===== config.mk =====
export PLATFORM = sky130hd
export DESIGN_NAME = crc_rr_arbiter
export DESIGN_NICKNAME = d
export VERILOG_FILES = /design/src/rtl/crc_rr_arbiter.sv
export SDC_FILE = /design/constraint.sdc
export NUM_CORES = 1
export LEC_CHECK = 0
export ABC_CLOCK_PERIOD_IN_PS = 2460
export CAP_MARGIN = 20
export CORE_AREA = 2 2 60 62
export DETAILED_ROUTE_END_ITERATION = 10
export DIE_AREA = 0 0 62 64
export PLACE_DENSITY = 0.89
export RECOVER_POWER = 25
export SLEW_MARGIN = 20
export SYNTH_ARGS = -nofsm -noshare
export SYNTH_HDL_FRONTEND = slang
export SYNTH_SLANG_ARGS = --single-unit

===== constraint.sdc =====
create_clock -name clk -period 2.46 [get_ports clk]
set_input_delay 0.246 -clock clk [delete_from_list [all_inputs] [get_ports clk]]
set_output_delay 0.246 -clock clk [all_outputs]
set_load 0.005 [all_outputs]

===== src/rtl/crc_rr_arbiter.sv =====
// Packet-level round-robin arbiter sharing one CRC datapath between PORTS requesters.
// Grant is held until the last beat handshakes; a watchdog frees a stalled grant.
module crc_rr_arbiter #(
    parameter int unsigned PORTS   = 4,
    parameter int unsigned WIDTH   = 8,
    parameter int unsigned TIMEOUT = 64
) (
    input  logic             clk,
    input  logic             rst_n,
    input  logic [PORTS-1:0] req_valid_i,
    input  logic [WIDTH-1:0] req_data_i [PORTS-1:0],
    input  logic [PORTS-1:0] req_last_i,
    output logic [PORTS-1:0] req_ready_o,
    output logic [PORTS-1:0] grant_o,
    output logic             out_valid_o,
    output logic [WIDTH-1:0] out_data_o,
    output logic             out_last_o,
    input  logic             out_ready_i,
    output logic             busy_o,
    output logic             timeout_o
);

    localparam int unsigned PW = (PORTS > 1) ? $clog2(PORTS) : 1;
    localparam int unsigned CW = (TIMEOUT > 0) ? $clog2(TIMEOUT + 1) : 1;
    localparam logic [CW-1:0] CNT_LAST = (TIMEOUT > 0) ? CW'(TIMEOUT - 1) : '0;

    typedef enum logic {IDLE, LOCK} state_t;

    state_t            state_q, state_d;
    logic [PORTS-1:0]  grant_q, grant_d;
    logic [PW-1:0]     gidx_q, gidx_d;
    logic [PW-1:0]     ptr_q, ptr_d;
    logic [CW-1:0]     idle_cnt_q, idle_cnt_d;
    logic [PW-1:0]     winner;
    logic              found;
    int unsigned       scan_idx;

    // Scan starts just after the last served port so it gets lowest priority.
    always_comb begin
        winner   = '0;
        found    = 1'b0;
        scan_idx = 0;
        for (int unsigned i = 1; i <= PORTS; i++) begin
            scan_idx = (int'(ptr_q) + i) % PORTS;
            if (!found && req_valid_i[PW'(scan_idx)]) begin
                found  = 1'b1;
                winner = PW'(scan_idx);
            end
        end
    end

    always_comb begin
        state_d     = state_q;
        grant_d     = grant_q;
        gidx_d      = gidx_q;
        ptr_d       = ptr_q;
        idle_cnt_d  = idle_cnt_q;
        out_valid_o = 1'b0;
        out_data_o  = '0;
        out_last_o  = 1'b0;
        req_ready_o = '0;
        timeout_o   = 1'b0;
        case (state_q)
            IDLE: begin
                if (found) begin
                    state_d    = LOCK;
                    gidx_d     = winner;
                    grant_d    = PORTS'(1) << winner;
                    idle_cnt_d = '0;
                end
            end
            LOCK: begin
                out_valid_o          = req_valid_i[gidx_q];
                out_data_o           = req_data_i[gidx_q];
                out_last_o           = req_last_i[gidx_q];
                req_ready_o[gidx_q]  = out_ready_i;
                if (out_valid_o && out_ready_i && out_last_o) begin
                    state_d    = IDLE;
                    grant_d    = '0;
                    ptr_d      = gidx_q;
                    idle_cnt_d = '0;
                end else if (TIMEOUT > 0 && !req_valid_i[gidx_q]) begin
                    if (idle_cnt_q == CNT_LAST) begin
                        timeout_o  = 1'b1;
                        state_d    = IDLE;
                        grant_d    = '0;
                        ptr_d      = gidx_q;
                        idle_cnt_d = '0;
                    end else begin
                        idle_cnt_d = idle_cnt_q + 1'b1;
                    end
                end else begin
                    idle_cnt_d = '0;
                end
            end
            default: ;
        endcase
    end

    always_ff @(posedge clk or negedge rst_n) begin
        if (!rst_n) begin
            state_q    <= IDLE;
            grant_q    <= '0;
            gidx_q     <= '0;
            ptr_q      <= PW'(PORTS - 1);
            idle_cnt_q <= '0;
        end else begin
            state_q    <= state_d;
            grant_q    <= grant_d;
            gidx_q     <= gidx_d;
            ptr_q      <= ptr_d;
            idle_cnt_q <= idle_cnt_d;
        end
    end

    assign grant_o = grant_q;
    assign busy_o  = (state_q == LOCK);

endmodule


Yosys cells after proc, flatten, opt, wreduce, memory -nomap -nowiden
Index checks and enable logic that the tools add are counted.

Output and inout bits: 20. Logic and storage cells: 87. Input bits: 43. Bits in registers: 16.

Multiplexer cells: 50. $lt $le $gt $ge: 6. Equality and inequality tests: 5. Bitwise operators: 2. Shift-type cells: 1. Reductions and logical operators: 13. Add/sub/neg operators: 5.

Operators by type and width (number): $mux W7 (4); $mux W1 (21); $mux W4 (5); $bmux W8 S2 (1); $mux W8 (2); $lt A2 B3 Y1 const B (5); $mux W2 (7); $pmux W7 S2 (1); $bmux W1 S2 (6); $pmux W4 S2 (1); $add A7 B1 Y7 const B (1); $eq A7 B6 Y1 const B (1); $logic_and A1 B1 Y1 (6); $reduce_and A3 Y1 (2); $add A2 B1 Y2 const B (2); $add A2 B2 Y2 const B (2); $and A4 B4 Y4 (1); $shl A1 B2 Y4 const A (1); $logic_not A1 Y1 (3); $ne A3 B1 Y1 const B (1); $ne A3 B2 Y1 const B (1); $demux W1 S2 (1); $ge A2 B1 Y1 const B (1); $ne A2 B1 Y1 const B (1); 5 further kinds (5).

Logic depth before layout (Yosys ltp)
Gate-level depths: netlist (run 1).

Word-level depth: 16. Gate-level depth with buffers: 6. Depth with buffers taken out: 5.

Least setup slack after synthesis (run 1)
No wires, ideal clock.

Kind: register -> register. Start: register gidx_q[1]. End: register grant_q[0] (netlist: grant_o[0]). Period minus slack after synthesis: 1.772 ns. Buffers on the path: 1. Cell stages (with the launch flop): 6. Path slack: 0.688 ns. Data required time: 2.326 ns. Arrival: 1.638 ns. Library setup time: 0.134 ns. Cell sequence: dfrtp_1 buf_6 mux4_2 or3_4 o2111ai_1 o211ai_1.

Longest elaborated chain between the ends: 6. Elaborated cells on any way between the ends: 11. Those cells by class: eq/ne: 2; mux: 6; reduce/logical: 3.

RTL lines: start: declaration (line 31) `logic [PW-1:0] gidx_q, gidx_d;`; start signal: assignment (line 110) `gidx_q <= gidx_d;`; $bmux W1 S2 (line 73, 82); $mux W1 (not written as such) (line 73, 82); $logic_and A1 B1 Y1 (2 in a row) (line 77) `if (out_valid_o && out_ready_i && out_last_o) begin`; $ne A3 B1 Y1 (no line) (tied with other cells); $reduce_and A3 Y1 (no line) or $pmux W4 S2 (tied branches); end signal: assignment (line 109) `grant_q <= grant_d;`; end: declaration (line 30) `logic [PORTS-1:0] grant_q, grant_d;`.

Parallel ways exist; a longest one is shown, timed or not. The select of a mux whose other input is x is not followed. A chain may end at the register's enable or synchronous reset.

Worst setup path in the final report (run 1)
Start: register gidx_q[0]. End: output out_data_o[6].

Longest elaborated chain between the ends: 3.

RTL lines: $bmux W8 S2 (line 74) `out_data_o = req_data_i[gidx_q];`; $mux W8 (not written as such) (line 74); $mux W8 (line 63) `case (state_q)`; end: declaration (line 16) `output logic [WIDTH-1:0] out_data_o,`.

Every way passes these cells. The select of a mux whose other input is x is not followed.

==> flow_summary_export.csv, run 1 <==
group,metric,value,unit
status,outcome,"finished clean",
timing,worst_slack,0.129,ns
routing,first_pass_iters,4,
clock_tree,root_buffer,"clkbuf_4",
timing,final.setup.tns,0,ns
timing,worstMarginPinSlew,0.734,ns
synth,synth_cell_types,37,
timing,fin_crit_sh,0.947,
timing,skew,0.00505,ns
clock_tree,clockBufferDepth,2,
critical_path,cp_max_fo,17,
placed_design,post-place-ws,0.238,ns
power,power_leakage,0.000777,uW
grt,grt_pass1_vias,1369,
floorplan,fp-row-count,21,
synth,syn_area_per_cell,9.33,um^2
power,peakVddDrop,0.660,mV
routing,wirelength,3720,um
timing,fmax,0.429,GHz
timing,report.final.hold_viol_count,0,
critical_path,cp-end-kind,"output pin",
critical_path,rr_startpoint,"gidx_q[1]",
synth,ys_ff_latch,16,
grt,grt-ovfl-total,0,
placed_design,hpwl,2980,um
synth,yosysSeqAreaShare,0.306,
grt,grt_start_max_net_pins,23,
power,power_density,880,mW/mm^2
timing,rsz0062_at_grt,"no",
floorplan,die_area,0.00397,mm^2
hold_path,min_path_type,"input port to asynchronous set/reset pin",
clock_tree,cts_inserted_buffers,3,
timing,maxSlewViolCount,0,
grt,gr-usage-all-layers,0.205,
routing,vias,1353,
floorplan,core_region_area,0.00328,mm^2
synth,synth_edf_count,0,
cells_and_area,drive_above_1_share,0.135,
cells_and_area,final_nets,252,
routing,final_antenna_net_count,0,
cells_and_area,utilization,0.623,
clock_tree,cts_setup_buffers,0,
cells_and_area,stdcell_count,253,
synth,syn_nets,185,
clock_tree,clock-sinks,16,
floorplan,boundaryPins,63,
routing,drc,0,
grt,antenna_found_initial,0,
synth,synth.cell_area,0.00132,mm^2
placed_design,globalplace.congestion,0.858,
floorplan,die_h,64,um
critical_path,reg2reg_to,"grant_o[0]",
critical_path,reg2reg_depth,5,
cells_and_area,n_fill_cell,279,
floorplan,start_util,0.400,
synth,synthFlopType,"dfrtp_1",
routing,drt_iter0_drc,34,
critical_path,r2r_slack,0.58,ns
critical_path,path_class,"flip-flop to output pin",
clock_tree,postCtsHoldBufs,0,
synth,synth_cells,141,
synth,synth.area.top_cells,"dfrtp_1 27%, mux4_2 15%, and2_1 4.3%, dfstp_2 4.0%, nand2_1 4.0%",
clock_tree,ctsResizeCount,0,
timing,layout_min_cycle_time,2.33,ns
timing,holdWs,0.451,ns
clock_tree,cts_tree,"done",
grt,grt_pass1_wl,6160,um
synth,yosysTopAreaCellShare,0.266,
critical_path,crit_required,2.21,ns
cells_and_area,multi_input_area,850,um^2
clock_tree,clkLatencyLatePin,0.29,ns
job,maxCapViolCount,0,
placed_design,dp_cells,249,
synth,synthArstFlopShare,1.00,
placed_design,port_buffers,62,
cells_and_area,diodes,0,
cells_and_area,area_delta_synth_final,55.7,%
critical_path,cp.arrival,2.08,ns
floorplan,chipWidth,62,um
synth,synthTopCellsByCount,"14 x dfrtp_1, 14 x nand2_1, 9 x and2_1, 9 x mux4_2, 8 x nor2_1",
routing,vias_per_cell,5.35,
timing,setup_violations,0,
synth,synth_largest_area_cell,"dfrtp_1",
routing,wl_per_cell,14.7,um
cells_and_area,regArea,403,um^2
clock_tree,clkTransAtPathRegs,0.09,ns
clock_tree,cts_max_level,1,
critical_path,start_kind,"flip-flop",
synth,ys_warn_count,0,
timing,maxSlewHeadroom,0.509,
-- stage by stage --
| step | area, um^2 | power [uW] |
|---|---|---|
| detailed placement | 2020 | 1670 |
| global placement | 2020 | 1640 |
| CTS | 2050 | 1820 |
| global route | 2050 | 1960 |
| finish | 2050 | 1800 |
| floorplan | 1320 | 1140 |
-- how the worst max path moves through the flow --
stage | start | slack, ns | to | depth (start not counted)
2_1_floorplan | gidx_q[1] | 0.69 | grant_o[0] | 5
3_3_place_gp | req_valid_i[1] | 0.25 | timeout_o | 5
3_5_place_dp | req_valid_i[1] | 0.24 | timeout_o | 5
4_1_cts | gidx_q[0] | 0.10 | out_data_o[6] | 4
5_1_grt | gidx_q[0] | 0.002 | out_data_o[0] | 4
6_report | gidx_q[0] | 0.13 | out_data_o[6] | 4
-- where the power goes --
group,switching (uW),internal [uW]
logic,466,713
clock network,83.5,63.1
registers,114,362
total,664,1140
-- layer usage --
layer | wire, um | track usage | up-vias
met1 | 1590 | 0.263 | 651
met5 | 0 | 0 | -
met2 | 1980 | 0.346 | 29
met4 | 48 | 0.0559 | 0
met3 | 100 | 0.0364 | 6
li1 | - | - | 667
-- final cells by class --
class | count | share of cell area
multi-input cells | 111 | 0.415
repair buffers | 72 | 0.340
flip-flops and latches | 16 | 0.197
well taps | 46 | 0.0281
clock buffers | 4 | 0.0128
inverters | 4 | 0.00733
-- flip-flops by register name, indices dropped and copies added, names as in the netlist --
| register | cells |
|---|---|
| idle_cnt_q | 7 |
| grant_o | 4 |
| gidx_q | 2 |
| ptr_q | 2 |
| busy_o | 1 |
-- critical path, stage by stage (launching register included) --
cell	delay, ns
dfrtp_1	0.38
buf_4	0.27
mux4_2	0.52
and2_1	0.16
clkdlybuf4s50_1	0.46
-- layout by cell type (no fill, tap or decap), types with 2 or more instances in the layout --
cell type        count
and2_1               9
nand3_1              4
nor2_1               8
clkbuf_4             3
o2111ai_1            6
nor2b_1              2
inv_1                4
nand2b_1             6
mux4_2               9
o22a_1               2
o21a_1               2
nor3_1               2
dfrtp_1             14
o21ai_0              7
dfstp_2              2
clkdlybuf4s50_1     61
a31oi_1              5
nand2_1             14
mux2i_1              5
a21oi_1              5
buf_4               10
nor4_1               3
or3_1                4
o211ai_1             5
-- logic make-up after synthesis --
group | synth area share
XOR/XNOR | 0.00666
adder cells (fa/ha/maj) | 0.00951
multiplexers | 0.201
buffers and inverters | 0.0476
AO/OA/AOI/OAI | 0.182
AND/OR/NAND/NOR | 0.247
flip-flops | 0.306
(Power assumes the default switching activity.)
==> inputs of run 2 (changes only) <==
--- a/config.mk
+++ b/config.mk
@@ -10,6 +10,7 @@
 export CORE_AREA = 2 2 60 62
 export DETAILED_ROUTE_END_ITERATION = 10
 export DIE_AREA = 0 0 62 64
+export GPL_TIMING_DRIVEN = 0
 export PLACE_DENSITY = 0.89
 export RECOVER_POWER = 25
 export SLEW_MARGIN = 20
==> flow_summary_export.csv, run 2 (synthesis results as in run 1) <==
group,metric,value,unit
critical_path,cp_max_fo,10,
grt,grt_busiest_layer,"met2",
critical_path,cp.arrival,2.12,ns
critical_path,path_cells,"clkbuf_2, clkbuf_1, and2_1, clkdlybuf4s50_1",
power,finalPower,1860,uW
clock_tree,clockBufferDepth,2,
grt,grt_pass1_wl,6350,um
cells_and_area,area_delta_synth_final,55.5,%
cells_and_area,regArea,404,um^2
placed_design,hpwl,3020,um
timing,setup_violations,0,
critical_path,crit_family,"buffers and inverters",
grt,grt_start_max_net_pins,17,
critical_path,path_class,"flip-flop to output pin",
clock_tree,cts_max_level,1,
critical_path,worstSetupStartpoint,"busy_o",
cells_and_area,n_fill_cell,277,
routing,wl_per_cell,15.2,um
clock_tree,root_buffer,"clkbuf_4",
floorplan,boundaryPins,63,
routing,vias,1394,
critical_path,reg2reg_to,"grant_o[2]",
floorplan,die_h,64,um
floorplan,core_region_area,0.00328,mm^2
cells_and_area,largest_register_ffs,7,
grt,grt_pass1_vias,1377,
clock_tree,cts_inserted_buffers,3,
grt,antenna_found_initial,0,
cells_and_area,diodes,0,
routing,first_pass_iters,4,
critical_path,crit_slowest_cell,"dfrtp_2",
critical_path,cp-end-kind,"output pin",
floorplan,die_area,0.00397,mm^2
floorplan,fp-row-count,21,
cells_and_area,final_common_cell,"clkdlybuf4s50_1",
cells_and_area,largest-register,"idle_cnt_q",
status,outcome,"finished clean",
routing,drc,0,
cells_and_area,multi_input_area,855,um^2
clock_tree,clkLatencyLatePin,0.29,ns
placed_design,dp_cells,249,
timing,worstMarginPinSlew,0.728,ns
routing,final_antenna_net_count,0,
grt,gr-usage-all-layers,0.209,
grt,grt.met2_usage,0.349,
placed_design,globalplace.congestion,0.856,
timing,layout_min_cycle_time,2.36,ns
timing,fin_crit_sh,0.960,
power,power_density,910,mW/mm^2
job,maxCapViolCount,0,
timing,skew,0.00363,ns
critical_path,crit_buf_inv,3,
grt,met3_usage,0.0283,
critical_path,max_stage_delay,0.51,ns
timing,holdWs,0.447,ns
floorplan,start_util,0.400,
power,power_leakage,0.000764,uW
floorplan,chipWidth,62,um
grt,use_met1,0.279,
routing,vias_per_cell,5.51,
cells_and_area,layout_common_cells,"61 x clkdlybuf4s50_1, 13 x nand2_1, 13 x dfrtp_1",
timing,report.final.hold_viol_count,0,
cells_and_area,final_nets,252,
critical_path,r2r_slack,0.46,ns
power,peakVddDrop,0.582,mV
critical_path,rr_startpoint,"gidx_q[1]",
placed_design,port_buffers,62,
critical_path,reg2reg_depth,6,
clock_tree,postCtsHoldBufs,0,
timing,fmax,0.423,GHz
cells_and_area,drive_above_1_share,0.135,
routing,drt_iter0_drc,51,
critical_path,crit_required,2.21,ns
grt,grt-ovfl-total,0,
critical_path,start_kind,"flip-flop",
critical_path,crit_cells,4,
clock_tree,cts_tree,"done",
hold_path,min_path_type,"input port to asynchronous set/reset pin",
cells_and_area,stdcell_count,253,
clock_tree,clock-sinks,16,
timing,maxSlewHeadroom,0.513,
timing,maxSlewViolCount,0,
routing,wirelength,3840,um
clock_tree,clkTransAtPathRegs,0.10,ns
==> run 2: how the worst max path moves through the flow <==
stage               endpoint  slack (ns)
2_1_floorplan     grant_o[0]        0.69
3_3_place_gp     out_valid_o        0.04
3_5_place_dp   out_data_o[3]        0.04
4_1_cts            timeout_o        0.06
5_1_grt          out_valid_o      -0.005
6_report       out_data_o[3]         0.1
==> run 2: cell type report <==
| cell class | count | area share |
|---|---|---|
| timing repair buffer | 64 | 0.311 |
| clock buffer | 4 | 0.0129 |
| inverter | 4 | 0.00734 |
| sequential | 16 | 0.198 |
| multi-input combinational | 111 | 0.418 |
| tap | 46 | 0.0282 |
| buffer | 8 | 0.0251 |
==> run 2: power by group <==
group / total [uW] / internal (uW) / switching (uW)
Clock: 150 / 63.0 / 87.3
Sequential: 436 / 361 / 75.2
Combinational: 1270 / 746 / 527
Total: 1860 / 1170 / 689
==> run 2: stage by stage <==
stage	setup slack [ns]	setup TNS [ns]	util	area, um^2
floorplan	0.688	0	-	1320
global placement	0.0432	0	0.607	1990
detailed placement	0.0440	0	0.607	1990
CTS	0.0577	0	0.616	2020
global route	-0.00546	-0.00546	0.622	2040
finish	0.0976	0	0.622	2040
==> run 2: timing repair <==
item / 4_1_cts / 5_1_grt
setup endpoints to repair: 13 / 2
resized for setup: 5 / 3
endpoints found under the hold margin: 0 / 0
buffers inserted: 0 / 2
==> run 2: metal layers <==
layer | up-vias | part of all wire
met1 | 672 | 0.41
met2 | 44 | 0.52
met4 | 0 | 0.018
li1 | 670 | -
met3 | 8 | 0.044
met5 | - | 0
==> inputs of run 3 (changes only) <==
--- a/config.mk
+++ b/config.mk
@@ -5,14 +5,14 @@
 export SDC_FILE = /design/constraint.sdc
 export NUM_CORES = 1
 export LEC_CHECK = 0
-export ABC_CLOCK_PERIOD_IN_PS = 2460
+export ABC_CLOCK_PERIOD_IN_PS = 2210
 export CAP_MARGIN = 20
 export CORE_AREA = 2 2 60 62
 export DETAILED_ROUTE_END_ITERATION = 10
 export DIE_AREA = 0 0 62 64
 export GPL_TIMING_DRIVEN = 0
 export PLACE_DENSITY = 0.89
-export RECOVER_POWER = 25
+export RECOVER_POWER = 100
 export SLEW_MARGIN = 20
 export SYNTH_ARGS = -nofsm -noshare
 export SYNTH_HDL_FRONTEND = slang
==> constraint.sdc (replaced) <==
create_clock -name clk -period 2.21 [get_ports clk]
set_input_delay 0.221 -clock clk [delete_from_list [all_inputs] [get_ports clk]]
set_output_delay 0.221 -clock clk [all_outputs]
set_load 0.005 [all_outputs]
==> flow_summary_export.csv, run 3 (synthesis results as in run 1) <==
group,metric,value,unit
status,outcome,"finished clean",
cells_and_area,final_common_cell,"clkdlybuf4s50_1",
clock_tree,clock-sinks,16,
clock_tree,root_buffer,"clkbuf_4",
grt,grt_pass1_wl,6890,um
critical_path,crit_required,2.38,ns
grt,gr-usage-all-layers,0.230,
critical_path,r2r_slack,0.06,ns
routing,final_antenna_net_count,0,
critical_path,start_kind,"flip-flop",
cells_and_area,drive_above_1_share,0.185,
timing,skew,0.00395,ns
timing,fin_crit_sh,0.972,
power,peakVddDrop,0.656,mV
grt,grt_pass1_vias,1485,
grt,use_met1,0.309,
critical_path,max_stage_delay,0.50,ns
routing,wl_per_cell,15.7,um
timing,rsz0062_at_grt,"no",
clock_tree,postCtsHoldBufs,0,
floorplan,boundaryPins,63,
critical_path,crit_family,"buffers and inverters",
critical_path,reg2reg_to,"grant_o[0]",
timing,setup_violations,0,
timing,report.final.hold_viol_count,0,
grt,grt.met2_usage,0.372,
clock_tree,clockBufferDepth,2,
routing,vias,1470,
cells_and_area,largest-register,"idle_cnt_q",
cells_and_area,final_nets,267,
critical_path,path_class,"flip-flop to flip-flop",
cells_and_area,largest_register_ffs,7,
floorplan,fp-row-count,21,
clock_tree,clkLatencyLatePin,0.29,ns
critical_path,cp-end-kind,"flip-flop",
routing,drt_iter0_drc,54,
critical_path,crit_cells,8,
timing,final.setup.tns,0,ns
grt,grt-ovfl-total,0,
placed_design,globalplace.congestion,0.856,
timing,worstMarginPinSlew,0.726,ns
cells_and_area,area_delta_synth_final,65.9,%
critical_path,path_cells,"buf_6, mux4_2, clkbuf_4, clkbuf_4, buf_4, or3_4, o2111ai_1, o211ai_1",
floorplan,start_util,0.400,
grt,grt_start_max_net_pins,17,
grt,grt_busiest_layer,"met2",
routing,vias_per_cell,5.49,
clock_tree,cts_tree,"done",
floorplan,core_region_area,0.00328,mm^2
floorplan,die_area,0.00397,mm^2
clock_tree,cts_max_level,1,
job,maxCapViolCount,0,
critical_path,crit_slowest_cell,"mux4_2",
placed_design,port_buffers,62,
grt,met3_usage,0.0324,
critical_path,cp_max_fo,5,
clock_tree,cts_inserted_buffers,3,
hold_path,min_path_type,"input port to asynchronous set/reset pin",
placed_design,place_area,0.00199,mm^2
critical_path,endpoint,"grant_o[0]",
grt,antenna_found_initial,0,
cells_and_area,diodes,0,
routing,drc,0,
placed_design,hpwl,3020,um
routing,first_pass_iters,5,
power,power_leakage,0.000914,uW
critical_path,worstSetupStartpoint,"gidx_q[1]",
cells_and_area,layout_common_cells,"44 x clkdlybuf4s50_1, 14 x nand2_1, 13 x dfrtp_1",
power,power_density,1040,mW/mm^2
timing,layout_min_cycle_time,2.15,ns
cells_and_area,finalInstanceArea,0.00218,mm^2
floorplan,chipWidth,62,um
critical_path,cp.arrival,2.32,ns
clock_tree,clkTransAtPathRegs,0.10,ns
timing,maxSlewViolCount,0,
critical_path,crit_buf_inv,4,
critical_path,reg2reg_depth,8,
routing,wirelength,4210,um
floorplan,die_h,64,um
timing,maxSlewHeadroom,0.515,
timing,fmax,0.466,GHz
critical_path,path_common_cell,"clkbuf_4",
critical_path,rr_startpoint,"gidx_q[1]",
[run 3: cell count changes in the layout (fill, tap and decap cells not counted), moves of 3 or more]
| cell | delta |
|---|---|
| dlygate4sd3_1 | +6 |
| dlygate4sd2_1 | +6 |
| clkbuf_4 | +3 |
| and2_1 | -3 |
| buf_4 | +7 |
| clkdlybuf4s50_1 | -17 |
| and2_0 | +3 |
[run 3: power by group]
group	switching, uW	internal [uW]	total [uW]
combinational	657	958	1620
clock	96.9	70.2	167
sequential	78.8	402	481
total	833	1430	2260
[run 3: what timing repair did]
action,4_1_cts,5_1_grt
endpoints found under the setup margin,15,11
pin swaps,0,2
buffers inserted,14,3
endpoints found under the hold margin,0,0
resized for setup,15,8
[run 3: layout make-up]
type | instances | area [um^2]
Timing Repair Buffer | 79 | 769
Multi-Input combinational cell | 111 | 850
Inverter | 4 | 15.0
Tap cell | 46 | 57.6
Fill cell | 256 | 1100
Buffer | 8 | 60.1
Clock buffer | 4 | 26.3
Sequential cell | 16 | 404
[run 3: metal layers]
layer	routed length, um	vias to the layer above	part of all wire
met5	0	-	0
met4	71	0	0.017
met3	174	8	0.041
met2	2270	52	0.54
met1	1700	712	0.40
li1	-	698	-
[run 3: worst min-delay path by stage]
stage / from / endpoint / slack, ns / cells past startpoint
after floorplan: rst_n / busy_o / -0.07 / 0
after global placement: idle_cnt_q[6] / idle_cnt_q[6] / 0.47 / 1
after detailed placement: idle_cnt_q[6] / idle_cnt_q[6] / 0.47 / 1
after CTS: rst_n / idle_cnt_q[5] / 0.38 / 1
after global routing: rst_n / idle_cnt_q[5] / 0.47 / 1
final: rst_n / idle_cnt_q[5] / 0.42 / 1
[run 3: stage by stage]
| step | utilization | cells | setup slack, ns | total power, uW | hold WS [ns] |
|---|---|---|---|---|---|
| 2_1_floorplan | - | 141 | 0.438 | 1270 | -0.0746 |
| 3_3_place_gp | 0.607 | 249 | -0.182 | 1820 | 0.466 |
| 3_5_place_dp | 0.607 | 249 | -0.181 | 1860 | 0.470 |
| 4_1_cts | 0.653 | 265 | 0.0121 | 2230 | 0.377 |
| 5_1_grt | 0.664 | 268 | 0.00188 | 2440 | 0.472 |
| 6_report | 0.664 | 268 | 0.0623 | 2260 | 0.420 |
